## config.mk

```make
export PLATFORM = sky130hd
export DESIGN_NAME = dht11_data_reader
export DESIGN_NICKNAME = d
export VERILOG_FILES = /design/src/rtl/dht11_data_reader.sv
export SDC_FILE = /design/constraint.sdc
export NUM_CORES = 1
export LEC_CHECK = 0
export BUFFER_PORTS_ARGS = -buffer_cell sky130_fd_sc_hd__buf_2
export CAP_MARGIN = 15
export CORE_MARGIN = 10
export CORE_UTILIZATION = 45
export CTS_BUF_LIST = sky130_fd_sc_hd__clkbuf_8
export CTS_CLUSTER_DIAMETER = 30
export DETAILED_ROUTE_END_ITERATION = 16
export PLACE_DENSITY = 0.65
export SETUP_SLACK_MARGIN = 0.02
export SLEW_MARGIN = 10
export SYNTH_ARGS = -nofsm -noshare
export SYNTH_HDL_FRONTEND = slang
export SYNTH_SLANG_ARGS = --single-unit
```

## constraint.sdc

```tcl
create_clock -name clk -period 3.6 [get_ports clk]
set_input_delay 0.72 -clock clk [delete_from_list [all_inputs] [get_ports clk]]
set_output_delay 0.72 -clock clk [all_outputs]
set_load 0.05 [all_outputs]
```

## src/rtl/dht11_data_reader.sv

```systemverilog
// DHT11 40-bit frame receiver: decodes bits by high-pulse width after the
// start/response handshake, verifies the checksum and latches the readings.
module dht11_data_reader #(
    parameter int BIT_THRESHOLD = 40,
    parameter int TIMEOUT_CYC   = 200
) (
    input  logic       clk,
    input  logic       rst,
    input  logic       start,
    input  logic       data_in,
    output logic [7:0] hum_int,
    output logic [7:0] hum_dec,
    output logic [7:0] temp_int,
    output logic [7:0] temp_dec,
    output logic       data_valid,
    output logic       checksum_err,
    output logic       timeout_err,
    output logic       busy
);

    typedef enum logic [2:0] {
        IDLE,
        WAIT_LOW,
        WAIT_HIGH,
        MEASURE,
        CHECK
    } state_t;

    localparam logic [15:0] TIMEOUT_LIM = 16'(TIMEOUT_CYC);
    localparam logic [15:0] THRESH      = 16'(BIT_THRESHOLD);

    logic        sync1_q, sync2_q;
    logic        start_q;
    state_t      state_q, state_d;
    logic [15:0] cnt_q, cnt_d;
    logic [5:0]  bit_cnt_q, bit_cnt_d;
    logic [39:0] shift_q, shift_d;
    logic [7:0]  hum_int_q, hum_int_d, hum_dec_q, hum_dec_d;
    logic [7:0]  temp_int_q, temp_int_d, temp_dec_q, temp_dec_d;
    logic        data_valid_q, data_valid_d;
    logic        checksum_err_q, checksum_err_d;
    logic        timeout_err_q, timeout_err_d;
    logic        busy_q, busy_d;

    logic        data_sync;
    logic        arm;
    logic        timed_out;
    logic [7:0]  sum;

    assign data_sync = sync2_q;
    assign arm       = start & ~start_q;
    assign timed_out = (cnt_q >= TIMEOUT_LIM);
    assign sum       = shift_q[39:32] + shift_q[31:24] + shift_q[23:16] + shift_q[15:8];

    always_comb begin
        state_d        = state_q;
        cnt_d          = cnt_q;
        bit_cnt_d      = bit_cnt_q;
        shift_d        = shift_q;
        hum_int_d      = hum_int_q;
        hum_dec_d      = hum_dec_q;
        temp_int_d     = temp_int_q;
        temp_dec_d     = temp_dec_q;
        data_valid_d   = 1'b0;
        checksum_err_d = 1'b0;
        timeout_err_d  = 1'b0;

        case (state_q)
            IDLE: begin
                if (arm) begin
                    state_d   = WAIT_LOW;
                    cnt_d     = '0;
                    bit_cnt_d = '0;
                    shift_d   = '0;
                end
            end
            WAIT_LOW: begin
                cnt_d = cnt_q + 16'd1;
                if (timed_out) begin
                    timeout_err_d = 1'b1;
                    state_d       = IDLE;
                end else if (!data_sync) begin
                    state_d = WAIT_HIGH;
                    cnt_d   = '0;
                end
            end
            WAIT_HIGH: begin
                cnt_d = cnt_q + 16'd1;
                if (timed_out) begin
                    timeout_err_d = 1'b1;
                    state_d       = IDLE;
                end else if (data_sync) begin
                    state_d = MEASURE;
                    cnt_d   = '0;
                end
            end
            MEASURE: begin
                // Timeout takes priority so a stuck-high line always aborts.
                if (timed_out) begin
                    timeout_err_d = 1'b1;
                    state_d       = IDLE;
                end else if (data_sync) begin
                    cnt_d = cnt_q + 16'd1;
                end else begin
                    shift_d   = {shift_q[38:0], (cnt_q > THRESH)};
                    bit_cnt_d = bit_cnt_q + 6'd1;
                    cnt_d     = '0;
                    state_d   = (bit_cnt_q == 6'd39) ? CHECK : WAIT_HIGH;
                end
            end
            CHECK: begin
                if (sum == shift_q[7:0]) begin
                    hum_int_d    = shift_q[39:32];
                    hum_dec_d    = shift_q[31:24];
                    temp_int_d   = shift_q[23:16];
                    temp_dec_d   = shift_q[15:8];
                    data_valid_d = 1'b1;
                end else begin
                    checksum_err_d = 1'b1;
                end
                state_d = IDLE;
            end
            default: state_d = IDLE;
        endcase

        busy_d = (state_d != IDLE);
    end

    always_ff @(posedge clk) begin
        if (rst) begin
            sync1_q        <= 1'b1;
            sync2_q        <= 1'b1;
            start_q        <= 1'b0;
            state_q        <= IDLE;
            cnt_q          <= '0;
            bit_cnt_q      <= '0;
            shift_q        <= '0;
            hum_int_q      <= '0;
            hum_dec_q      <= '0;
            temp_int_q     <= '0;
            temp_dec_q     <= '0;
            data_valid_q   <= 1'b0;
            checksum_err_q <= 1'b0;
            timeout_err_q  <= 1'b0;
            busy_q         <= 1'b0;
        end else begin
            sync1_q        <= data_in;
            sync2_q        <= sync1_q;
            start_q        <= start;
            state_q        <= state_d;
            cnt_q          <= cnt_d;
            bit_cnt_q      <= bit_cnt_d;
            shift_q        <= shift_d;
            hum_int_q      <= hum_int_d;
            hum_dec_q      <= hum_dec_d;
            temp_int_q     <= temp_int_d;
            temp_dec_q     <= temp_dec_d;
            data_valid_q   <= data_valid_d;
            checksum_err_q <= checksum_err_d;
            timeout_err_q  <= timeout_err_d;
            busy_q         <= busy_d;
        end
    end

    assign hum_int      = hum_int_q;
    assign hum_dec      = hum_dec_q;
    assign temp_int     = temp_int_q;
    assign temp_dec     = temp_dec_q;
    assign data_valid   = data_valid_q;
    assign checksum_err = checksum_err_q;
    assign timeout_err  = timeout_err_q;
    assign busy         = busy_q;

endmodule
```

==> impl_metrics.env <==
export IMPL_remaining_drc_errors=0
export IMPL_status="finished with violations"
export IMPL_vias=4235
export IMPL_avgSynthCellArea_um2=8.57
export IMPL_via_per_inst=5.61
export IMPL_crit_type="flop to flop"
export IMPL_grt_pass1_vias=3972
export IMPL_ir_drop_uv=641
export IMPL_hold_viol=0
export IMPL_coreArea_um2=10400
export IMPL_cts_buffers=9
export IMPL_ys_seq_area_share_pct=43.1
export IMPL_min_from="sync1_q"
export IMPL_synth_area_mux_share_pct=0.441
export IMPL_syn_nets=591
export IMPL_synth_top_cell_by_area="dfxtp_1"
export IMPL_overflow=0
export IMPL_yosys_warnings=0
export IMPL_fin_crit_sh_pct=102
export IMPL_worstReg2RegStart="shift_q[17]"
export IMPL_grt_pass1_wl_um=20300
export IMPL_postSynthCellCount=563
export IMPL_drv_slew=0
export IMPL_worst_setup_path_start_kind="flop"
export IMPL_finalWorstSetupSlack_ns=-0.0863
export IMPL_hold_path_class="flop to flop"
export IMPL_clk_pin_slew_worst_paths_ns=0.10
export IMPL_fin_worst_skew_ns=0.0125
export IMPL_synthXorXnorAreaFrac_pct=6.02
export IMPL_first_pass_iters=5
export IMPL_port_buffers=39
export IMPL_whs_ns=0.420
export IMPL_ys_ff_latch=104
export IMPL_startpoint="shift_q[17]"
export IMPL_synthAdderAreaFrac_pct=8.40
export IMPL_antenna_found_initial=0
export IMPL_synthArstFlopShare_pct=0
export IMPL_total_power_uw=5230
export IMPL_dr_first_iter_drc_count=332
export IMPL_worst_pin_slew_ns=0.879
export IMPL_io_pin_count=40
export IMPL_grtUsageTotal_pct=16.5
export IMPL_fmax_ghz=0.271
export IMPL_synth_compound_area_share_pct=16.3
export IMPL_drive_above_1_share_pct=23.9
export IMPL_synth_most_common_cell="dfxtp_1"
export IMPL_placedCellCount=722
export IMPL_synth_top_family_by_area="simple AND/OR/NAND/NOR gates"
export IMPL_final_nets=642
export IMPL_maxSlewHeadroom_pct=41.4
export IMPL_ys_top_cells_by_area="dfxtp_1 43%, a21oi_1 8.3%, fa_1 5.8%, nor2_1 5.2%, nand4_1 4.8%"
export IMPL_die_area_um2=15300
export IMPL_clockBufferDepth=2
export IMPL_area_delta_synth_final_pct=21.2
export IMPL_min_period_ns=3.69
export IMPL_p_leak_uw=0.00223
export IMPL_die_y_um=124
export IMPL_cts_sinks=104
export IMPL_crit_fanout=5
export IMPL_cts_root_buf="clkbuf_8"
export IMPL_drtAntennaViolNets=0
export IMPL_insertion_delay_ns=0.37
export IMPL_nFillCells=934
export IMPL_syn_area_um2=4830
export IMPL_rows=37
export IMPL_dpl_hpwl_um=8030
export IMPL_ys_top_cells_by_count="104 x dfxtp_1, 80 x a21oi_1, 67 x nor2_1"
export IMPL_wl_per_cell_um=17.0
export IMPL_required_ns=3.91
export IMPL_setup_viol=33
export IMPL_violations="setup timing"
export IMPL_synthDominantCellAreaShare_pct=43.1
export IMPL_synth_edf_count=0
export IMPL_tritoncts="built"
export IMPL_synth_top_flop_cell="dfxtp_1"
export IMPL_placed_area_um2=5230
export IMPL_initial_core_util_pct=46.5
export IMPL_synth_cell_type_count=50
export IMPL_final_cells=755
export IMPL_drv_cap=0
export IMPL_die_x_um=124
export IMPL_grt_max_degree=49
export IMPL_powerDensity_nw_per_um2=893
export IMPL_drt_total_wl_um=12900
export IMPL_end_kind="flop"
export IMPL_pre_cts_slack_ns=-0.180
export IMPL_cts_max_level=3
export IMPL_critical_path_arrival_ns=3.99
export IMPL_grt_setup_unrepaired="yes"
export IMPL_globalplace_congestion=0.850
export IMPL_synth_simple_area_share_pct=20.8
export IMPL_fin_area_um2=5850
export IMPL_antennaDiodeCount=0
report_power, final:
group          leakage [uW]  internal, uW  total, uW  switching [uW]
clock             0.0000845           272        690             418
sequential         0.000848          1320       1520             204
combinational       0.00130          1130       3010            1880
registers in the layout, summed over array words and instances, names as in the netlist:
| name | count |
|---|---|
| hum_dec | 8 |
| temp_int | 8 |
| data_sync | 1 |
| start_q | 1 |
| shift_q | 40 |
| state_q | 3 |
| data_valid | 1 |
| cnt_q | 16 |
| bit_cnt_q | 6 |
| temp_dec | 8 |
| sync1_q | 1 |
| busy | 1 |
| hum_int | 8 |
| checksum_err | 1 |
| timeout_err | 1 |
layer usage:
layer	wire, um	up-vias	global-route usage, %	part of all wire [%]
li1	-	2071	-	-
met1	6060	2035	23.4	47
met2	5980	115	24.3	47
met3	656	14	2.64	5.1
met4	163	0	6.62	1.3
met5	0	-	0	0
worst paths after layout:
path	to	slack (ns)	depth (start not counted)
hold / removal	data_sync	0.42	1
setup reg to reg	temp_int[2]	-0.09	16
setup / recovery	temp_int[2]	-0.09	16
hold reg to reg	data_sync	0.42	1
stage by stage:
step                util, %  setup TNS [ns]
floorplan                 -               0
global placement       50.5          -0.276
detailed placement     50.5           -4.65
CTS                    55.2         -0.0460
global route           56.4           -8.97
finish                 56.4           -1.75
cell type report:
type | instances | area [um2] | share of cell area (%)
clock inverter | 6 | 45.0 | 0.770
timing repair buffer | 79 | 663 | 11.3
inverter | 16 | 60.1 | 1.03
clock buffer | 10 | 138 | 2.35
sequential | 104 | 2090 | 35.7
tap | 136 | 170 | 2.91
multi-input combinational | 404 | 2690 | 46.0
what timing repair did:
action | 4_1_cts | 5_1_grt
buffers inserted | 6 | 5
hold buffers | 0 | 0
setup endpoints to repair | 33 | 34
gates cloned | 4 | 2
pin swaps | 13 | 43
gates resized for setup | 54 | 14
worst max-delay path: stages, from the launching register on:
cell and delay (ns):
dfxtp_2 0.35, fa_1 0.53, inv_1 0.05, fa_1 0.47, inv_1 0.04, ha_2 0.19
inv_2 0.06, fa_2 0.43, xnor2_1 0.13, nor3_1 0.17, nand4_1 0.18, buf_4 0.18
a211oi_4 0.29, buf_6 0.17, buf_8 0.12, nand4_1 0.10, a21oi_2 0.17
cells in the final DEF, fill, tap and decap left out, types with 7 or more instances in the layout:
cell,Yosys,routed
dfxtp_1,104,101
nand3_1,7,7
a21oi_1,80,75
nand2_1,52,52
and3_1,9,9
o21ai_2,1,25
ha_1,10,9
xor2_1,12,11
nand4_1,37,37
o21ai_1,28,8
o21ai_0,13,9
xnor2_1,16,13
nor2_1,67,66
buf_2,4,39
buf_4,0,22
clkbuf_8,0,10
fa_1,14,13
inv_1,16,15
buf_6,3,8
cells by family after synthesis:
kind of cell    after synthesis
compound gates              142
xor+xnor                     30
fa+ha+maj                    24
buf+inv                      55
flops                       104
mux                           2
simple gates                206
(Power assumes the default switching activity.)
